==> src/rtl/rcc_linepos.sv <==
// rtl/rcc_linepos.sv - RC sensor frame accumulator with centroid divider and register bus
module rcc_linepos #(
  parameter logic [7:0] THRESH_RST = 8'h10,
  parameter int         WSTEP      = 32
) (
  input  logic       CLK_I,
  input  logic       RST_I,
  input  logic       WE_I,
  input  logic       TGA_I,
  input  logic       STB_I,
  input  logic [7:0] ADR_I,
  output logic       STALL_O,
  output logic       ACK_O,
  input  logic [7:0] DAT_I,
  output logic [7:0] DAT_O,
  input  logic       s_valid,
  input  logic [2:0] s_idx,
  input  logic [7:0] s_val,
  input  logic       s_last,
  output logic       s_ready
);

  typedef enum logic [1:0] {ACCUM, DIVIDE, DONE} state_t;

  state_t      state;
  logic [2:0]  expected;
  logic [10:0] den;
  logic [17:0] num;
  logic [10:0] rem;
  logic [7:0]  qsh;
  logic [2:0]  step;
  logic        lost_pend;

  logic [7:0]  position;
  logic [10:0] sum;
  logic        lost;
  logic        err;
  logic [3:0]  frmcnt;
  logic [7:0]  threshold;
  logic        data_avail;

  logic        myaddr;
  logic        reg_rd;
  logic        reg_wr;
  logic        xfer;
  logic        seq_ok;
  logic [17:0] wprod;
  logic [10:0] den_n;
  logic [17:0] num_n;
  logic        frame_ok;
  logic [11:0] trial;
  logic        fits;
  logic [10:0] diff;
  logic [7:0]  rd_data;

  assign myaddr  = STB_I & (ADR_I[7:4] == 4'h0);
  assign reg_rd  = myaddr & TGA_I & ~WE_I;
  assign reg_wr  = myaddr & TGA_I & WE_I & (ADR_I[3:0] == 4'h4);
  assign STALL_O = 1'b0;
  assign ACK_O   = myaddr;

  assign xfer   = s_valid & s_ready;
  // A sample is in sequence only if it is the next channel and s_last marks exactly channel 7.
  assign seq_ok = (s_idx == expected) & (s_last == (s_idx == 3'd7));
  assign wprod  = 18'(s_val) * 18'(s_idx) * 18'(WSTEP);
  assign den_n  = den + 11'(s_val);
  assign num_n  = num + wprod;
  // Threshold is in units of 8 counts; an all-zero frame is always lost.
  assign frame_ok = (den_n != 11'd0) && (den_n[10:3] >= threshold);

  // Restoring step: the partial remainder stays below den, so the trial fits in 12 bits.
  assign trial = {rem, qsh[7]};
  assign fits  = trial >= {1'b0, den};
  assign diff  = 11'(trial - {1'b0, den});

  // Register read mux for the low sixteen addresses.
  always_comb begin
    rd_data = 8'h00;
    case (ADR_I[3:0])
      4'h0: rd_data = position;
      4'h1: rd_data = {5'b0, sum[10:8]};
      4'h2: rd_data = sum[7:0];
      4'h3: rd_data = {frmcnt, 2'b00, err, lost};
      4'h4: rd_data = threshold;
      default: rd_data = 8'h00;
    endcase
  end

  // Bus output: register data, autosend count on poll, otherwise pass the bus through.
  always_comb begin
    DAT_O = DAT_I;
    if (reg_rd)
      DAT_O = rd_data;
    else if (myaddr & ~TGA_I & data_avail)
      DAT_O = 8'h04;
  end

  // Host-programmable lost-line threshold.
  always_ff @(posedge CLK_I) begin
    if (RST_I)
      threshold <= THRESH_RST;
    else if (reg_wr)
      threshold <= DAT_I;
  end

  // Frame FSM: accumulate, divide, publish; status clears from reads lose to same-cycle sets.
  always_ff @(posedge CLK_I) begin
    if (RST_I) begin
      state      <= ACCUM;
      s_ready    <= 1'b1;
      expected   <= 3'd0;
      den        <= 11'd0;
      num        <= 18'd0;
      rem        <= 11'd0;
      qsh        <= 8'd0;
      step       <= 3'd0;
      lost_pend  <= 1'b0;
      position   <= 8'hFF;
      sum        <= 11'd0;
      lost       <= 1'b1;
      err        <= 1'b0;
      frmcnt     <= 4'd0;
      data_avail <= 1'b0;
    end else begin
      if (reg_rd) begin
        data_avail <= 1'b0;
        if (ADR_I[3:0] == 4'h3)
          err <= 1'b0;
      end
      case (state)
        ACCUM: begin
          if (xfer) begin
            if (!seq_ok) begin
              err      <= 1'b1;
              den      <= 11'd0;
              num      <= 18'd0;
              expected <= 3'd0;
            end else if (s_last) begin
              den      <= den_n;
              num      <= 18'd0;
              expected <= 3'd0;
              s_ready  <= 1'b0;
              if (frame_ok) begin
                rem       <= {1'b0, num_n[17:8]};
                qsh       <= num_n[7:0];
                step      <= 3'd0;
                lost_pend <= 1'b0;
                state     <= DIVIDE;
              end else begin
                lost_pend <= 1'b1;
                state     <= DONE;
              end
            end else begin
              den      <= den_n;
              num      <= num_n;
              expected <= expected + 3'd1;
            end
          end
        end
        DIVIDE: begin
          rem  <= fits ? diff : trial[10:0];
          qsh  <= {qsh[6:0], fits};
          step <= step + 3'd1;
          if (step == 3'd7)
            state <= DONE;
        end
        DONE: begin
          sum        <= den;
          position   <= lost_pend ? 8'hFF : qsh;
          lost       <= lost_pend;
          frmcnt     <= frmcnt + 4'd1;
          data_avail <= 1'b1;
          den        <= 11'd0;
          num        <= 18'd0;
          expected   <= 3'd0;
          s_ready    <= 1'b1;
          state      <= ACCUM;
        end
        default: begin
          state   <= ACCUM;
          s_ready <= 1'b1;
        end
      endcase
    end
  end

endmodule

==> config.mk <==
export PLATFORM = sky130hd
export DESIGN_NAME = rcc_linepos
export DESIGN_NICKNAME = d
export VERILOG_FILES = /design/src/rtl/rcc_linepos.sv
export SDC_FILE = /design/constraint.sdc
export NUM_CORES = 1
export LEC_CHECK = 0
export ABC_AREA = 1
export ABC_CLOCK_PERIOD_IN_PS = 4210
export CORE_UTILIZATION = 40
export CTS_BUF_LIST = sky130_fd_sc_hd__clkbuf_8
export DETAILED_ROUTE_END_ITERATION = 16
export SLEW_MARGIN = 20
export SYNTH_ARGS = -nofsm -noshare
export SYNTH_HDL_FRONTEND = slang
export SYNTH_SLANG_ARGS = --single-unit
==> constraint.sdc <==
create_clock -name CLK_I -period 4.21 [get_ports CLK_I]
set_input_delay 0.6315 -clock CLK_I [delete_from_list [all_inputs] [get_ports CLK_I]]
set_output_delay 0.6315 -clock CLK_I [all_outputs]
set_load 0.05 [all_outputs]
After elaboration in Yosys (flattened, before gate mapping)
Index checks and enable logic that the tools add are counted.
Word-level totals
  bits in registers: 92
  bits of input ports: 34
  output and inout bits: 11
  logic and storage cells: 114
Operators by class
  add/sub/neg operators: 6
  multipliers: 1
  $lt $le $gt $ge: 2
  eq/ne operators: 15
  multiplexer cells: 49
  bitwise logic cells: 12
  reduce and logical (&&, ||, !) cells: 13
Operator list (number)
  2-to-1 mux 11 bit: 7
  2-to-1 mux 8 bit: 7
  2-to-1 mux 18 bit: 3
  case mux 11 bit (2 select lines): 2
  case mux 8 bit (5 select lines): 1
  case mux 18 bit (2 select lines): 1
  2-to-1 mux 3 bit: 7
  adder 18 x 16 -> 18 bit: 1
  case mux 8 bit (2 select lines): 1
  >= comparator 12 x 11 -> 1 bit: 1
  case mux 3 bit (2 select lines): 2
  AND reduction 4 bit: 3
  adder 11 x 8 -> 11 bit: 1
  multiplier 8 x 3 -> 11 bit: 1
  2-to-1 mux 1 bit: 11
  nonzero test 11 bit: 1
  subtractor 11 bit: 1
  2-to-1 mux 2 bit: 5
  != test 2 bit (second input constant): 5
  bitwise AND 1 bit: 9
  == test 4 x 2 -> 1 bit (second input constant): 2
  >= comparator 8 bit: 1
  zero test 4 bit: 2
  adder 3 x 1 -> 3 bit (second input constant): 2
  other kinds (16): 21

Longest topological paths before layout
Gate-level depths: netlist (run 1).
  depth in word-level cells: 8
  gate-level depth with buffers: 23
  mapped depth without buffers: 22

Worst setup path after synthesis (run 1)
OpenSTA, ideal clock, no wires.
  path type: input-to-reg
  start: in s_idx[2]
  end: reg rem[8]
  library setup time: 115 ps
  data arrival time: 3862 ps
  required time: 4095 ps
  slack: 233 ps
  stages on the path: 21
  buffers on the path: 1
  cell sequence: buf_4 -> nand2_1 -> fa_1 -> inv_1 -> ha_1 -> inv_1 -> fa_1 -> o21ai_0 -> a21oi_1 -> o21ai_0 -> xnor2_1 -> inv_1 -> ha_1 -> a21oi_1 -> o21ai_0 -> a21oi_1 -> or2_2 -> nand3_1 -> nand2_1 -> a21oi_1 -> nor2_1
On the way
  word-level cells in the longest chain between the ends: 7
  elaborated cells between the ends (all ways): 13
  classes of those cells: add/sub: 1; mul: 1; eq/ne: 4; mux: 5; bitwise: 1; reduce/logical: 1
RTL lines
  start, declared: RTL line 17  | input logic [2:0] s_idx,
  multiplier 8 x 3 -> 11 bit: RTL line 65  | assign wprod = 18'(s_val) * 18'(s_idx) * 18'(WSTEP);
  adder 18 x 16 -> 18 bit: RTL line 67  | assign num_n = num + wprod;
  2-to-1 mux 11 bit: RTL line 143  | if (frame_ok) begin
  2-to-1 mux 11 bit: RTL line 138  | end else if (s_last) begin
  2-to-1 mux 11 bit: RTL line 133  | if (!seq_ok) begin
  2-to-1 mux 11 bit: RTL line 132  | if (xfer) begin
  case mux 11 bit (2 select lines): RTL line 130  | case (state)
  end signal, assigned: RTL line 144  | rem <= {1'b0, num_n[17:8]};
  end signal, assigned: RTL line 161  | rem <= fits ? diff : trial[10:0];
  end, declared: RTL line 29  | logic [10:0] rem;
Several ways; a longest one is shown, not always the timed one. The select of a mux whose other input is x is not followed.
A chain may end at the register's enable or synchronous reset.

Worst setup path in the final report (run 1)
  start: in s_val[1]
  end: reg rem[8]
On the way
  word-level cells in the longest chain between the ends: 7
  elaborated cells between the ends (all ways): 13
  classes of those cells: add/sub: 2; mul: 1; order compare: 1; eq/ne: 1; mux: 5; reduce/logical: 3
RTL lines
  start, declared: RTL line 18  | input logic [7:0] s_val,
  multiplier 8 x 3 -> 11 bit: RTL line 65
  adder 18 x 16 -> 18 bit: RTL line 67
  2-to-1 mux 11 bit: RTL line 143
  2-to-1 mux 11 bit: RTL line 138
  2-to-1 mux 11 bit: RTL line 133
  2-to-1 mux 11 bit: RTL line 132
  case mux 11 bit (2 select lines): RTL line 130
Several ways; a longest one is shown, not always the timed one. The select of a mux whose other input is x is not followed.

==> results of run 1 <==
-- repair_timing --
action	in CTS	in global routing
gates resized for setup	0	24
buffers inserted	0	2
endpoints found under the setup margin	0	11
endpoints found under the hold margin	0	0
-- through the flow --
step	total power [W]	area (µm²)	worst slack [ns]	cells
after floorplan	0.001377	6405	0.2332	960
after global placement	0.001591	7257	-0.3153	1226
after detailed placement	0.001593	7257	-0.3886	1226
after CTS	0.002099	7407	0.001335	1239
after global routing	0.002249	7503	0.01172	1241
final	0.002100	7503	0.3016	1241
-- power by group through the flow --
stage               Combinational, W  Clock (W)  Sequential, W
floorplan                   0.000490          0       0.000887
finish                      0.000724   0.000507       0.000870
global route                0.000820   0.000555       0.000873
CTS                         0.000710   0.000520       0.000869
global placement            0.000702          0       0.000888
detailed placement          0.000705          0       0.000888
-- routing by layer --
layer | vias up | share of wire [%]
li1 | 3249 | -
met1 | 2773 | 50
met2 | 88 | 47
met3 | 6 | 3.2
met4 | 0 | 0.43
met5 | - | 0
-- Yosys cell counts (all sizes together) (4+ instances only) --
library cell    n  share of area (%)
a211oi          5               0.59
a21oi          91                7.2
buf            10                1.3
clkbuf         21                1.2
dfxtp          87                 27
fa             10                3.1
ha             52                 10
inv           138                8.1
nand2         234                 14
nand3          62                5.1
nand3b          8               0.94
nand4           7               0.68
nor2           89                5.5
nor3            5               0.39
o211ai         13                1.5
o21ai          56                4.4
o21bai          6               0.70
o22ai          11                1.1
or2             4               0.39
xnor2          11                1.5
xor2           16                2.2
-- critical path, cell delays in order --
cell             delay [ns]
clkdlybuf4s50_1        0.51
nand2_1                0.09
fa_1                   0.46
inv_1                  0.07
ha_1                   0.16
inv_1                  0.06
fa_2                   0.35
o21ai_2                0.17
a21oi_1                0.08
o21ai_1                0.18
xnor2_1                0.14
inv_1                  0.08
ha_4                   0.29
a21oi_1                0.08
o21ai_1                0.16
a21oi_1                0.07
or2_2                  0.28
nand3_1                0.08
nand2_1                0.05
a21oi_1                0.11
nor2_1                 0.06
-- layout by cell type, fill, tap and decap left out, drive strengths merged, types with 4 or more instances in the layout --
cell	count
nor3	5
a21oi	91
fa	10
nand3b	8
nor2	89
inv	138
o21bai	6
o211ai	13
clkdlybuf4s50	29
o21ai	56
xnor2	11
dlymetal6s2s	6
xor2	16
clkinv	6
dfxtp	87
o22ai	11
nand4	7
clkbuf	9
nand3	62
ha	52
a211oi	5
buf	53
or2	4
nand2	234
-- sequential cells by signal (all words and copies together), names as in the netlist, 2 cells and up --
register and count:
num 13, den 11, rem 11, sum 11, position 8, qsh 8
threshold 8, frmcnt 4, expected 3, step 3, state 2
-- how the worst max path moves through the flow --
| stage | endpoint | slack [ns] | depth (start not counted) | startpoint |
|---|---|---|---|---|
| 6_report | rem[8] | 0.30 | 21 | s_val[1] |
| 5_1_grt | rem[8] | 0.01 | 22 | s_val[1] |
| 4_1_cts | rem[8] | 0.001 | 21 | s_val[1] |
| 3_5_place_dp | rem[8] | -0.39 | 21 | s_val[1] |
| 3_3_place_gp | rem[8] | -0.32 | 21 | s_val[1] |
| 2_1_floorplan | rem[8] | 0.23 | 21 | s_idx[2] |
-- cell families after synthesis --
logic type / synth area share [%]
AOI/OAI and AO/OA: 17.19
and+or+nand+nor: 27.66
DFF: 27.19
muxes: 0.1563
other: 0.05855
adders and majority gates: 13.28
buffers and inverters: 10.76
xor gates and xnor gates: 3.692
-- area by class of cell --
cell class	instances	area [µm²]
inverters	141	529.3
clock buffers	9	123.9
fillers	1663	7924
flip-flops and latches	87	1742
clock inverters	4	26.28
repair buffers	88	787.0
well taps	211	264.0
multi-input cells	701	4031
==> run_results.csv, run 1 <==
group,metric,value,unit
status,status,"finished, final reports clean",
place,gp_congestion,0.8181,
global_routing,grt_pass1_wl,27850,µm
global_routing,antenna_found_initial,0,
logic_synthesis,synth_seq_cells,87,
place,io_buffer_count,43,
drt,vias,6116,
clocking,cts-buffers-inserted,9,
drt,post_drt_wl_per_cell,13.56,µm
power_and_ir_drop,power_frac_clock,24.1,%
global_routing,grt_pass1_vias,5720,
power_and_ir_drop,p_sw,0.0007454,W
place,hpwl,13170,µm
critical_path,cp.required,4.47,ns
clocking,clock_sinks,87,
critical_path,timing.rr.start,"den[0]",
logic_synthesis,async_flop_share,0,%
logic_synthesis,ys_seq_area_share,27.19,%
sta,setup_viol,0,
logic_synthesis,synth_edf_count,0,
clocking,cts-root-buf,"clkbuf_8",
clocking,cts.clk_slew.worst_paths,0.09,ns
sta,worst_pin_slew,0.7126,ns
sta,finalClockSkew,0.009820,ns
critical_path,start_kind,"input port",
cells_and_area,final_util,48.64,%
sta,timing_hold_violations_final,0,
die,die_y,128.5,µm
clocking,cts_hold_buf,0,
critical_path,crit_type,"in -> reg",
power_and_ir_drop,ir_drop,0.1518,mV
die,core,15430,µm²
cells_and_area,nets,1124,
power_and_ir_drop,p_per_area,279.9,nW/µm²
drt,wl,16820,µm
job,max_cap_viol_count,0,
clocking,htree_levels,3,
power_and_ir_drop,switching_share,35.49,%
sta,fin_setup_tns,0,ns
power_and_ir_drop,leakage,3.661,nW
logic_synthesis,syn_nets,1056,
logic_synthesis,synth_cell_type_count,45,
worst_hold_path,hold_depth,2,
drt,drc,0,
die,dieArea,16520,µm²
worst_hold_path,hold_end,"data_avail",
power_and_ir_drop,internal_power,0.001355,W
die,io_pins,45,
logic_synthesis,syn_avg_cell_area,6.672,µm²
drt,first_pass_iters,5,
global_routing,grt_max_degree,40,
sta,fmax,0.2559,GHz
global_routing,grt_util_met3,3.035,%
sta,rsz0062_at_grt,"no",
logic_synthesis,postSynthCellCount,960,
drt,ant_nets,0,
clocking,tritoncts,"done",
logic_synthesis,yosys_most_used_dff,"dfxtp_1",
power_and_ir_drop,combPwrFrac,34.5,%
cells_and_area,syn_to_final_growth,17.15,%
die,start_util,41.52,%
critical_path,crit_path_end_kind,"flop",
drt,vias_per_cell,4.928,
critical_path,cp.arrival,4.16,ns
power_and_ir_drop,seqPwrFrac,41.4,%
critical_path,cp_max_fo,5,
clocking,clk-insertion-delay-late,0.36,ns
global_routing,grt-ovfl-total,0,
sta,fin_crit_sh,92.84,%
logic_synthesis,synth_area,6405,µm²
global_routing,grt_usage,21.33,%
clocking,cts.path.max_buffers,2,
sta,min_period,3.908,ns
worst_hold_path,hold_class,"reg -> reg",
global_routing,met1_usage,28.31,%
sta,whs,0.4681,ns
critical_path,r2r_end,"rem[5]",
worst_hold_path,min_from,"data_avail",
drt,drtIter0Drc,328,
cells_and_area,drive_above_1_share,10.19,%
global_routing,top_usage_layer,"met2",
cells_and_area,antenna_cells,0,
critical_path,ff2ff_path_depth,18,
critical_path,regToRegSetupSlack,0.94,ns
sta,slew_viol_final,0,
sta,relSlewSlack,52.32,%
die,fp.dieW,128.5,µm
die,rows,45,
logic_synthesis,ys_warn_count,0,
global_routing,use_met2,37.33,%
(Power assumes the default switching activity.)
==> run 2: changes to the inputs <==
--- a/config.mk
+++ b/config.mk
@@ -6,7 +6,7 @@
 export NUM_CORES = 1
 export LEC_CHECK = 0
 export ABC_AREA = 1
-export ABC_CLOCK_PERIOD_IN_PS = 4210
+export CAP_MARGIN = 20
 export CORE_UTILIZATION = 40
 export CTS_BUF_LIST = sky130_fd_sc_hd__clkbuf_8
 export DETAILED_ROUTE_END_ITERATION = 16
==> results of run 2 <==
Same layout as run 1: the final DEF is identical, and so are final timing and power.
==> edit, RTL diff (config.mk and constraints of run 1) <==
Encoding of `state_t`: now one-hot (3 bits for 3 states).
--- a/src/rtl/rcc_linepos.sv
+++ b/src/rtl/rcc_linepos.sv
@@ -20,7 +20,7 @@
   output logic       s_ready
 );
 
-  typedef enum logic [1:0] {ACCUM, DIVIDE, DONE} state_t;
+  typedef enum logic [2:0] {ACCUM = 3'b001, DIVIDE = 3'b010, DONE = 3'b100} state_t;
 
   state_t      state;
   logic [2:0]  expected;
Check against the original RTL: no difference found for any inputs over 4 cycles, from zero or initial values and one cycle with RST_I high; so few cycles prove little.
==> edit against run 1 <==
Critical endpoint unchanged. Wire length increased by 3.1%. Sequential cell count increased by 1. Sequential power decreased by 3.3%. Largest power group unchanged. Design area increased by 2.8%. Synthesized area increased by 3.2%. Register-to-register slack got worse by 40 ps. Global-route usage increased by 0.26 points. Setup slack got worse by 25 ps. Sequential share of layout area decreased by 0.37 points. Non-clock buffer count decreased by 5. Highest routed layer unchanged. Power decreased by 6.9%.
==> edit: results (changes against run 1) <==
Synth Area per Inst -> 6.65 sq um (-0.29%)
Share of cells above drive strength 1 -> 0.0888 (-0.0131)
Antenna violations before repair -> 0 (unchanged)
YS warnings -> 0 (unchanged)
Reg-to-reg slack, setup -> 900 ps (-40 ps)
R2r startpoint -> den[0]
First-pass GRT wire length -> 28.7 mm (+2.9%)
Grt met2 use -> 0.367 (-0.00603)
Slowest cell on the critical path -> clkdlybuf4s50_1
Async S/R FF share, synth -> 0 (unchanged)
Setup Buffers After CTS -> 0 (unchanged)
Wire length per cell -> 13.6 um (+0.39%)
Vias per cell -> 4.98 (+1.1%)
Min Hold Slack -> 477 ps (+9.27 ps)
# diodes -> 0 (unchanged)
Worst Path Max Fanout -> 4 (-1)
Met3 usage -> 0.0322 (+0.00181)
GPL Wtd Cong -> 0.866 (+5.9%)
TritonRoute pass-1 iters -> 5 (unchanged)
Worst hold path type -> reg -> reg
Top cells by area, synth -> dfxtp_1 (27%), nand2_1 (14%), ha_1 (9.8%), inv_1 (8.5%), a21oi_1 (6.1%)
Met1 GRT Util -> 0.288 (+0.00454)
Slowest stage delay, CP -> 500 ps
Gates resized, CTS repair -> 0 (unchanged)
Post-synthesis sequential area ratio -> 0.266 (-0.00551)
Top reg by flops -> num
Met1 wire length -> 8.65 mm (+3.5%)
Crit path max-delay family -> adder cells
Worst r2r path cells -> 19 (+1)
DP HPWL -> 13.5 mm (+2.2%)
Slew Viols, Final -> 0 (unchanged)
Root buffer cell -> clkbuf_8
Metal2 WL -> 7.84 mm (-0.14%)
Syn nets -> 1090 (+3.2%)
Worst Setup SP -> s_val[1]
End of the worst hold path -> data_avail
Most frequent cells after synthesis -> nand2_1 (247), inv_1 (150), dfxtp_1 (88), nor2_1 (88), a21oi_1 (81)
Tot GR Track Use -> 0.216 (+0.00262)
Vias in the first global route -> 5945 (+3.9%)
Relative slew slack -> 0.421 (-0.102)
Top layer in use -> met4
Pin count of the biggest net entering global routing -> 48 (+20%)
Initial DRC count -> 407 (+24%)
Outcome -> finished clean
Input/output buffers -> 43 (unchanged)
Critical path arrival -> 4200 ps (+40 ps)
Final Worst Setup Slack -> 276 ps (-25.2 ps)
Lkg Pwr -> 0.00380 uW (+3.8%)
Max VDD drop -> 158 uV (+3.8%)
Fill cells -> 1669 (+0.36%)
Worst Skew -> 14.1 ps (+4.29 ps)
Reg-to-Reg End -> qsh[7]
Synth unique cells -> 54 (+20%)
HP Start -> data_avail
Most common flop cell mapped by yosys -> dfxtp_1
CTS Buffer Depth -> 2 (unchanged)
Final std cells w/o fill -> 1274 (+2.7%)
Place WS -> -308 ps (+80.3 ps)
Met3 wire len -> 623 um (+17%)
## edit: how the worst max path moves through the flow
stage | endpoint
final | rem[8]
after global routing | rem[8]
after CTS | rem[8]
after detailed placement | rem[8]
after global placement | rem[8]
after floorplan | rem[8]
## edit: per-stage QoR
step / cell area, sq um / setup TNS (ps)
after global placement: 7430 / -1460
final: 7710 / 0
after detailed placement: 7430 / -2230
after floorplan: 6610 / 0
after CTS: 7630 / 0
after global routing: 7710 / -4.44
## edit: final cells by class
| class | count | area, sq um | share of cell area |
|---|---|---|---|
| Tap cell | 216 | 270 | 0.0350 |
| Multi-Input combinational cell | 719 | 4160 | 0.539 |
| Timing Repair Buffer | 83 | 757 | 0.0981 |
| Inverter | 152 | 571 | 0.0740 |
| Clock buffer | 9 | 124 | 0.0161 |
| Sequential cell | 88 | 1760 | 0.228 |
| Clock inverter | 7 | 71.3 | 0.00925 |
## edit: cell families (layout without fill, tap and decap cells)
kind of cell    count (synthesis)  in the layout  share of synthesized area
simple gates                  456            456                      0.301
buf+inv                       187            251                      0.116
compound gates                175            175                      0.154
flops                          88             88                      0.266
fa+ha+maj                      62             62                      0.129
xor+xnor                       25             25                     0.0331
other cells                     1              1                   0.000567
## edit: worst register-to-register path: stages (launching register included)
cell and delay (ps):
dfxtp_1 390, ha_1 250, fa_1 410, nand3_1 140, nand3_2 110, nand2_1 90
nand3_1 60, nand2_1 110, inv_1 70, ha_1 290, a21oi_1 140, o21ai_0 90
nand2_1 60, o2111ai_1 250, nand2_2 190, nand2_4 100, nand2_4 220, nand2_1 100
nand2_1 70, nor2_1 40
## edit: power by group
group          total (uW)  internal, uW  switching [uW]
logic                 507           223             284
registers             841           837            4.25
clock network         606           276             331
